==> config.mk <==
export PLATFORM = sky130hd
export DESIGN_NAME = addition_initiator
export DESIGN_NICKNAME = d
export VERILOG_FILES = /design/src/rtl/addition_initiator.sv
export SDC_FILE = /design/constraint.sdc
export NUM_CORES = 1
export LEC_CHECK = 0
export BUFFER_PORTS_ARGS = -buffer_cell sky130_fd_sc_hd__buf_2
export CORE_MARGIN = 2
export CORE_UTILIZATION = 46
export CTS_BUF_LIST = sky130_fd_sc_hd__clkbuf_4 sky130_fd_sc_hd__clkbuf_8
export DETAILED_ROUTE_END_ITERATION = 6
export GPL_TIMING_DRIVEN = 0
export MAX_ROUTING_LAYER = met4
export PLACE_DENSITY_LB_ADDON = 0.2
export SLEW_MARGIN = 20
export SYNTH_ARGS = -nofsm -noshare
export SYNTH_HDL_FRONTEND = slang
export SYNTH_SLANG_ARGS = --single-unit
==> constraint.sdc <==
create_clock -name clk -period 1.9 [get_ports clk]
set_input_delay 0.19 -clock clk [delete_from_list [all_inputs] [get_ports clk]]
set_output_delay 0.19 -clock clk [all_outputs]
set_load 0.005 [all_outputs]
==> src/rtl/addition_initiator.sv <==
// Requester side of the sign-magnitude adder start/finish four-phase handshake.
// Takes a request over valid/ready, runs one adder transaction, returns result/timeout.
`timescale 1ns/1ps

// state   | meaning
// IDLE    | waiting for a request, req_ready high
// ISSUE   | start high, operands held, waiting for finish = 1
// RELEASE | start low, waiting for finish = 0 (return to zero)
// RESP    | response presented until rsp_ready
module addition_initiator #(
  parameter int TIMEOUT_CYCLES = 32,
  parameter bit NORM_NEG_ZERO  = 1'b1
) (
  input  logic        clk,
  input  logic        RST,
  input  logic        req_valid,
  output logic        req_ready,
  input  logic [15:0] req_a,
  input  logic [15:0] req_b,
  input  logic        req_sub,
  output logic        start,
  input  logic        finish,
  output logic [15:0] INn1,
  output logic [15:0] INn2,
  output logic        sub,
  input  logic [15:0] out,
  output logic        rsp_valid,
  input  logic        rsp_ready,
  output logic [15:0] rsp_result,
  output logic        rsp_timeout,
  output logic [7:0]  op_count
);

  typedef enum logic [1:0] {
    IDLE    = 2'd0,
    ISSUE   = 2'd1,
    RELEASE = 2'd2,
    RESP    = 2'd3
  } state_t;

  // Terminal count: abort on the cycle that would make TIMEOUT_CYCLES spent in a wait state.
  localparam logic [7:0] TMO_TC = 8'(TIMEOUT_CYCLES - 1);

  state_t      state_q, state_d;
  logic        start_q, start_d;
  logic [15:0] inn1_q, inn1_d;
  logic [15:0] inn2_q, inn2_d;
  logic        sub_q, sub_d;
  logic        rsp_valid_q, rsp_valid_d;
  logic        rsp_timeout_q, rsp_timeout_d;
  logic [15:0] rsp_result_q, rsp_result_d;
  logic [7:0]  op_count_q, op_count_d;
  logic [7:0]  tmo_cnt_q, tmo_cnt_d;

  logic        tmo_hit;
  logic [15:0] out_norm;

  assign tmo_hit  = (tmo_cnt_q == TMO_TC);
  assign out_norm = (NORM_NEG_ZERO && (out == 16'h8000)) ? 16'h0000 : out;

  always_ff @(posedge clk or posedge RST) begin
    if (RST) begin
      state_q       <= IDLE;
      start_q       <= 1'b0;
      inn1_q        <= 16'h0000;
      inn2_q        <= 16'h0000;
      sub_q         <= 1'b0;
      rsp_valid_q   <= 1'b0;
      rsp_timeout_q <= 1'b0;
      rsp_result_q  <= 16'h0000;
      op_count_q    <= 8'h00;
      tmo_cnt_q     <= 8'h00;
    end else begin
      state_q       <= state_d;
      start_q       <= start_d;
      inn1_q        <= inn1_d;
      inn2_q        <= inn2_d;
      sub_q         <= sub_d;
      rsp_valid_q   <= rsp_valid_d;
      rsp_timeout_q <= rsp_timeout_d;
      rsp_result_q  <= rsp_result_d;
      op_count_q    <= op_count_d;
      tmo_cnt_q     <= tmo_cnt_d;
    end
  end

  always_comb begin
    state_d       = state_q;
    start_d       = start_q;
    inn1_d        = inn1_q;
    inn2_d        = inn2_q;
    sub_d         = sub_q;
    rsp_valid_d   = rsp_valid_q;
    rsp_timeout_d = rsp_timeout_q;
    rsp_result_d  = rsp_result_q;
    op_count_d    = op_count_q;
    tmo_cnt_d     = tmo_cnt_q;

    unique case (state_q)
      IDLE: begin
        if (req_valid) begin
          inn1_d    = req_a;
          inn2_d    = req_b;
          sub_d     = req_sub;
          start_d   = 1'b1;
          tmo_cnt_d = 8'h00;
          state_d   = ISSUE;
        end
      end
      ISSUE: begin
        if (finish) begin
          rsp_result_d = out_norm;
          start_d      = 1'b0;
          tmo_cnt_d    = 8'h00;
          state_d      = RELEASE;
        end else if (tmo_hit) begin
          start_d       = 1'b0;
          rsp_result_d  = 16'h0000;
          rsp_timeout_d = 1'b1;
          rsp_valid_d   = 1'b1;
          state_d       = RESP;
        end else begin
          tmo_cnt_d = tmo_cnt_q + 8'd1;
        end
      end
      RELEASE: begin
        if (!finish) begin
          rsp_valid_d   = 1'b1;
          rsp_timeout_d = 1'b0;
          op_count_d    = op_count_q + 8'd1;
          state_d       = RESP;
        end else if (tmo_hit) begin
          // Adder never returned to zero: the captured result is discarded.
          rsp_result_d  = 16'h0000;
          rsp_timeout_d = 1'b1;
          rsp_valid_d   = 1'b1;
          state_d       = RESP;
        end else begin
          tmo_cnt_d = tmo_cnt_q + 8'd1;
        end
      end
      RESP: begin
        if (rsp_ready) begin
          rsp_valid_d = 1'b0;
          state_d     = IDLE;
        end
      end
      default: state_d = IDLE;
    endcase
  end

  assign req_ready   = (state_q == IDLE);
  assign start       = start_q;
  assign INn1        = inn1_q;
  assign INn2        = inn2_q;
  assign sub         = sub_q;
  assign rsp_valid   = rsp_valid_q;
  assign rsp_timeout = rsp_timeout_q;
  assign rsp_result  = rsp_result_q;
  assign op_count    = op_count_q;

endmodule

Word-level counts from Yosys, hierarchy flattened
Cells that the tools add are included.
{"block": "totals", "elab_cells": 65, "out_inout_bits": 61, "ff_bits": 70, "inputBits": 54}
{"block": "op_classes", "bitwise": 1, "n_addsub": 2, "eq_ne": 10, "muxes": 29, "reduce_logical": 13}
{"operator": "16-bit two-way mux", "n": 4}
{"operator": "8-bit two-way mux", "n": 4}
{"operator": "16-bit one-hot mux with 2 select lines", "n": 1}
{"operator": "8-bit one-hot mux with 3 select lines", "n": 1}
{"operator": "8-bit by 1-bit adder with 8-bit output, second input constant", "n": 2}
{"operator": "16-bit equality test, second input constant", "n": 1}
{"operator": "1-bit two-way mux", "n": 10}
{"operator": "2-bit two-way mux", "n": 5}
{"operator": "2-bit AND reduction", "n": 5}
{"operator": "3-bit AND reduction", "n": 3}
{"operator": "8-bit by 5-bit equality test with 1-bit output, second input constant", "n": 1}
{"operator": "2-bit inequality test, second input constant", "n": 4}
{"operator": "2-bit one-hot mux with 4 select lines", "n": 1}
{"operator": "3-bit nonzero test", "n": 2}
{"operator": "2-bit equality test, second input constant", "n": 2}
{"operator": "1-bit one-hot mux with 2 select lines", "n": 2}
{"operator": "2-bit nonzero test", "n": 2}
{"operator": "3-bit inequality test, second input constant", "n": 1}
{"operator": "1-bit one-hot mux with 3 select lines", "n": 1}
{"operator": "2-bit by 1-bit equality test with 1-bit output, second input constant", "n": 1}
{"operator": "2-bit zero test", "n": 1}
{"operator": "1-bit inverter", "n": 1}

Logic depth before layout (Yosys ltp)
{"block": "depth", "ltp_word": 4, "depth_mapped": 8, "ltp_nobuf": 6}

Worst setup path before layout
Ideal clock, no wire load.
{"block": "synth_timing", "path_type": "reg-to-reg", "start": "register state_q[0]", "end": "register tmo_cnt_q[0]", "synth_period_minus_slack_ns": 1.798, "required_ns": 1.775, "stages_incl_launch_ff": 9, "t_arrival_ns": 1.673, "slack_ns": 0.102, "cell_sequence": "dfrtp_1 inv_1 ha_1 buf_6 nor2b_4 buf_6 nor3_4 o21ai_0 mux2_2"}
{"block": "synth_via", "elab_chain_len": 3, "word_cells_on_any_way": 8, "classes_between": "4 x eq/ne; 1 x mux; 3 x reduce/logical"}
{"element": "start: declaration", "line": "44", "source": "state_t state_q, state_d;"}
{"element": "start signal: assignment", "line": "74", "source": "state_q <= state_d;"}
{"element": "2-bit equality test (tied with other cells)", "line": "99", "source": "unique case (state_q)"}
{"element": "2-bit inequality test (no source line) / 3-bit nonzero test (equally long branches)"}
{"element": "3-bit AND reduction (no source line)"}
{"element": "end signal: assignment", "line": "83", "source": "tmo_cnt_q <= tmo_cnt_d;"}
{"element": "end: declaration", "line": "53", "source": "logic [7:0] tmo_cnt_q, tmo_cnt_d;"}
Parallel ways exist; a longest one is shown, timed or not.
A chain may end at the register's enable or synchronous reset.

Worst setup path in the final report
Same ends and word-level chain as after synthesis.

==> flow_summary_export.csv <==
group,metric,value,unit
outcome,status,"completed",
timing,rsz0062_at_grt,"yes",
detailed_routing,drc,0,
synthesis,ys_warn_count,0,
min_path,whs_path_depth,2,
floorplan,die_y,86.2,um
floorplan,core_area,0.00646,mm^2
critical_path,arrival,2.06,ns
finish,num-nets-final,436,
floorplan,start_util,48.1,%
floorplan,die_w,86.2,um
synthesis,yosysTopAreaCell,"dfrtp_1",
synthesis,synth_nets,299,
critical_path,rr_endpoint,"tmo_cnt_q[0]$_DFFE_PP0P_",
finish,area_delta_synth_final,34.7,%
synthesis,ys_seq_elements,70,
min_path,min_from,"req_a[13]",
detailed_routing,routed_wl,6.74,mm
timing,clock_skew,0.00778,ns
global_routing,grt_pass1_vias,2298,
synthesis,synth_top_area_share,56.4,%
finish,final_layout_size_suffix_gt1_share,54.7,%
place,io_buffers,114,
synthesis,async_flop_share,100,%
timing,period_share,97.0,%
floorplan,row_count,29,
clocking,clock_sinks,70,
synthesis,netlist_area,0.00311,mm^2
clocking,cts_buffers,9,
global_routing,grt_max_degree,31,
critical_path,max_stage_delay,0.41,ns
timing,hold_viol,0,
critical_path,crit_required,2.11,ns
min_path,holdCritPathClass,"input pin to flop",
critical_path,worstSetupEndpointType,"flop",
global_routing,grt_pass1_wl,11.1,mm
floorplan,die_area,0.00743,mm^2
clocking,clk_path_buf_depth,2,
global_routing,grt.overflow.total,0,
critical_path,cp_max_fo,9,
critical_path,cp_slowest_cell,"dfrtp_1",
synthesis,synth_edf_count,0,
timing,worst_pin_slew,0.481,ns
critical_path,reg2reg_slack,0.06,ns
clocking,clk_latency,0.33,ns
detailed_routing,firstDrtPassIters,4,
detailed_routing,ant_nets,0,
flow_run,drv_cap,0,
min_path,min_to,"INn1[13]$_DFFE_PP0P_",
place,dpl.hpwl,4.90,mm
synthesis,synthFlopType,"dfrtp_1",
timing,whs,0.0819,ns
critical_path,startpoint_type,"flop",
clocking,h-tree-depth,3,
pwr,ir_worst_vdd,0.726,mV
finish,n_antenna_cell,0,
synthesis,synth_cell_types,43,
critical_path,r2r_start,"state_q[0]$_DFFE_PP0P_",
critical_path,path_class,"flop to flop",
clocking,clockRootBuffer,"clkbuf_8",
synthesis,ys_seq_area_share,56.4,%
place,gp_routability_congestion,0.794,
critical_path,path_cells,"buf_4 > ha_2 > nor2b_2 > o21ai_4 > o21ai_0 > mux2_4",
timing,min_period,1.84,ns
global_routing,track_usage,19.6,%
detailed_routing,dr_total_vias,2365,
detailed_routing,drt_iter0_drc,74,
timing,slew_viol_final,0,
global_routing,antenna_found_initial,0,
detailed_routing,vias_per_cell,5.18,
pwr,power.total,0.00603,W
timing,setup-violations-final,0,
timing,relSlewSlack,67.9,%
synthesis,synth_area_leaders,"dfrtp_1, mux2_2, a22o_1",
critical_path,ff2ff_path_depth,6,
timing,fmax,543,MHz
synthesis,synthCells,238,
detailed_routing,post_drt_wl_per_cell,14.7,um
pwr,powerDensity,1440,mW/mm^2
floorplan,ioPinCount,115,
clocking,cts_tree,"built",
clocking,path_clk_slew,0.08,ns
pwr,power_leakage,2.05,nW
synthesis,syn_area_per_cell,13.1,um^2
-- cell usage after synthesis (all sizes together), types with 2 or more instances --
| cell type | count |
|---|---|
| nor2 | 9 |
| o21ai | 10 |
| mux2 | 35 |
| ha | 7 |
| nand3 | 3 |
| and3 | 3 |
| nor3b | 2 |
| nand2 | 9 |
| nor4b | 2 |
| inv | 6 |
| and2 | 2 |
| a21o | 2 |
| buf | 8 |
| nor2b | 4 |
| nand4 | 6 |
| nor4 | 4 |
| o22ai | 2 |
| dfrtp | 70 |
| a22o | 19 |
| nor3 | 6 |
| a21oi | 9 |
| xnor2 | 6 |
| clkbuf | 2 |
-- state kept, by name (all words and copies together) (netlist names) --
| signal | flops |
|---|---|
| INn1 | 16 |
| INn2 | 16 |
| rsp_result | 16 |
| op_count | 8 |
| tmo_cnt_q | 8 |
| state_q | 2 |
| rsp_timeout | 1 |
| rsp_valid | 1 |
| start | 1 |
| sub | 1 |
-- how the worst max path moves through the flow --
| stage | start | end | slack [ns] | depth (start not counted) |
|---|---|---|---|---|
| 2_1_floorplan | state_q[0]$_DFFE_PP0P_ | tmo_cnt_q[0]$_DFFE_PP0P_ | 0.10 | 8 |
| 3_3_place_gp | state_q[0]$_DFFE_PP0P_ | tmo_cnt_q[0]$_DFFE_PP0P_ | -0.1 | 8 |
| 5_1_grt | state_q[0]$_DFFE_PP0P_ | tmo_cnt_q[0]$_DFFE_PP0P_ | -0.02 | 6 |
| 3_5_place_dp | state_q[0]$_DFFE_PP0P_ | tmo_cnt_q[0]$_DFFE_PP0P_ | -0.15 | 8 |
| 6_report | state_q[0]$_DFFE_PP0P_ | tmo_cnt_q[0]$_DFFE_PP0P_ | 0.06 | 6 |
| 4_1_cts | state_q[1]$_DFFE_PP0P_ | rsp_result[6]$_DFFE_PP0P_ | 0.01 | 7 |
-- cells by family after synthesis --
group           Yosys count  share of synthesized area, %
flops                    70                          56.4
simple gates             55                          11.4
compound gates           48                          11.7
mux                      35                          12.7
buf+inv                  16                          3.10
xor+xnor                  7                          1.97
fa+ha+maj                 7                          2.82
-- per-layer routing --
metal  share of wire (%)  GRT usage [%]  vias to the layer above
met5                   0              -                        -
met4                 1.4           7.39                        0
met3                 7.3           4.76                        8
met2                  46           30.0                      100
met1                  45           25.5                     1104
li1                    -              -                     1153
-- through the flow --
stage / area (um^2) / std cells / TNS [ns] / setup WS, ns / util [%]
after floorplan: 3110 / 238 / 0 / 0.102 / -
after global placement: 3780 / 429 / -0.401 / -0.0991 / 58.5
after detailed placement: 3830 / 431 / -1.14 / -0.149 / 59.2
after CTS: 4110 / 453 / 0 / 0.00980 / 63.7
after global routing: 4190 / 457 / -0.0361 / -0.0231 / 64.8
final: 4190 / 457 / 0 / 0.0570 / 64.8
-- timing repair --
action | in CTS | in global routing
pin swaps | 1 | 3
endpoints found under the hold margin | 16 | 0
hold buffers | 1 | 0
gates resized for setup | 5 | 11
buffers inserted | 5 | 5
setup endpoints to repair | 16 | 50
-- cell type report --
class | instances | area, um^2
inverters | 6 | 26.3
repair buffers | 127 | 707
clock inverters | 5 | 81.3
fillers | 509 | 2270
plain buffers | 9 | 68.8
multi-input cells | 152 | 1310
clock buffers | 11 | 145
well taps | 77 | 96.3
flip-flops and latches | 70 | 1750
-- worst max-delay path, delay by kind of cell (launching register included) --
family / cells / cell delay (ns)
AOI/OAI and AO/OA: 2 / 0.45
and+or+nand+nor: 1 / 0.19
DFF: 1 / 0.41
muxes: 1 / 0.28
adders and majority gates: 1 / 0.23
buffers and inverters: 1 / 0.15
-- where the power goes --
group / switching, W / total, W / internal [W]
logic: 0.000974 / 0.00227 / 0.00130
clock network: 0.000551 / 0.00134 / 0.000793
registers: 0.000325 / 0.00242 / 0.00209
-- placed cells by master, fill, tap and decap left out, types with 6 or more instances in the layout --
| cell type | count |
|---|---|
| a22o_1 | 19 |
| clkbuf_8 | 10 |
| dfrtp_1 | 69 |
| nand2_1 | 9 |
| a21oi_1 | 8 |
| xnor2_1 | 6 |
| nand4_1 | 6 |
| mux2_2 | 34 |
| o21ai_0 | 9 |
| buf_4 | 11 |
| nor2_1 | 9 |
| buf_2 | 117 |
Note: power is estimated with default switching activity, not from simulation.
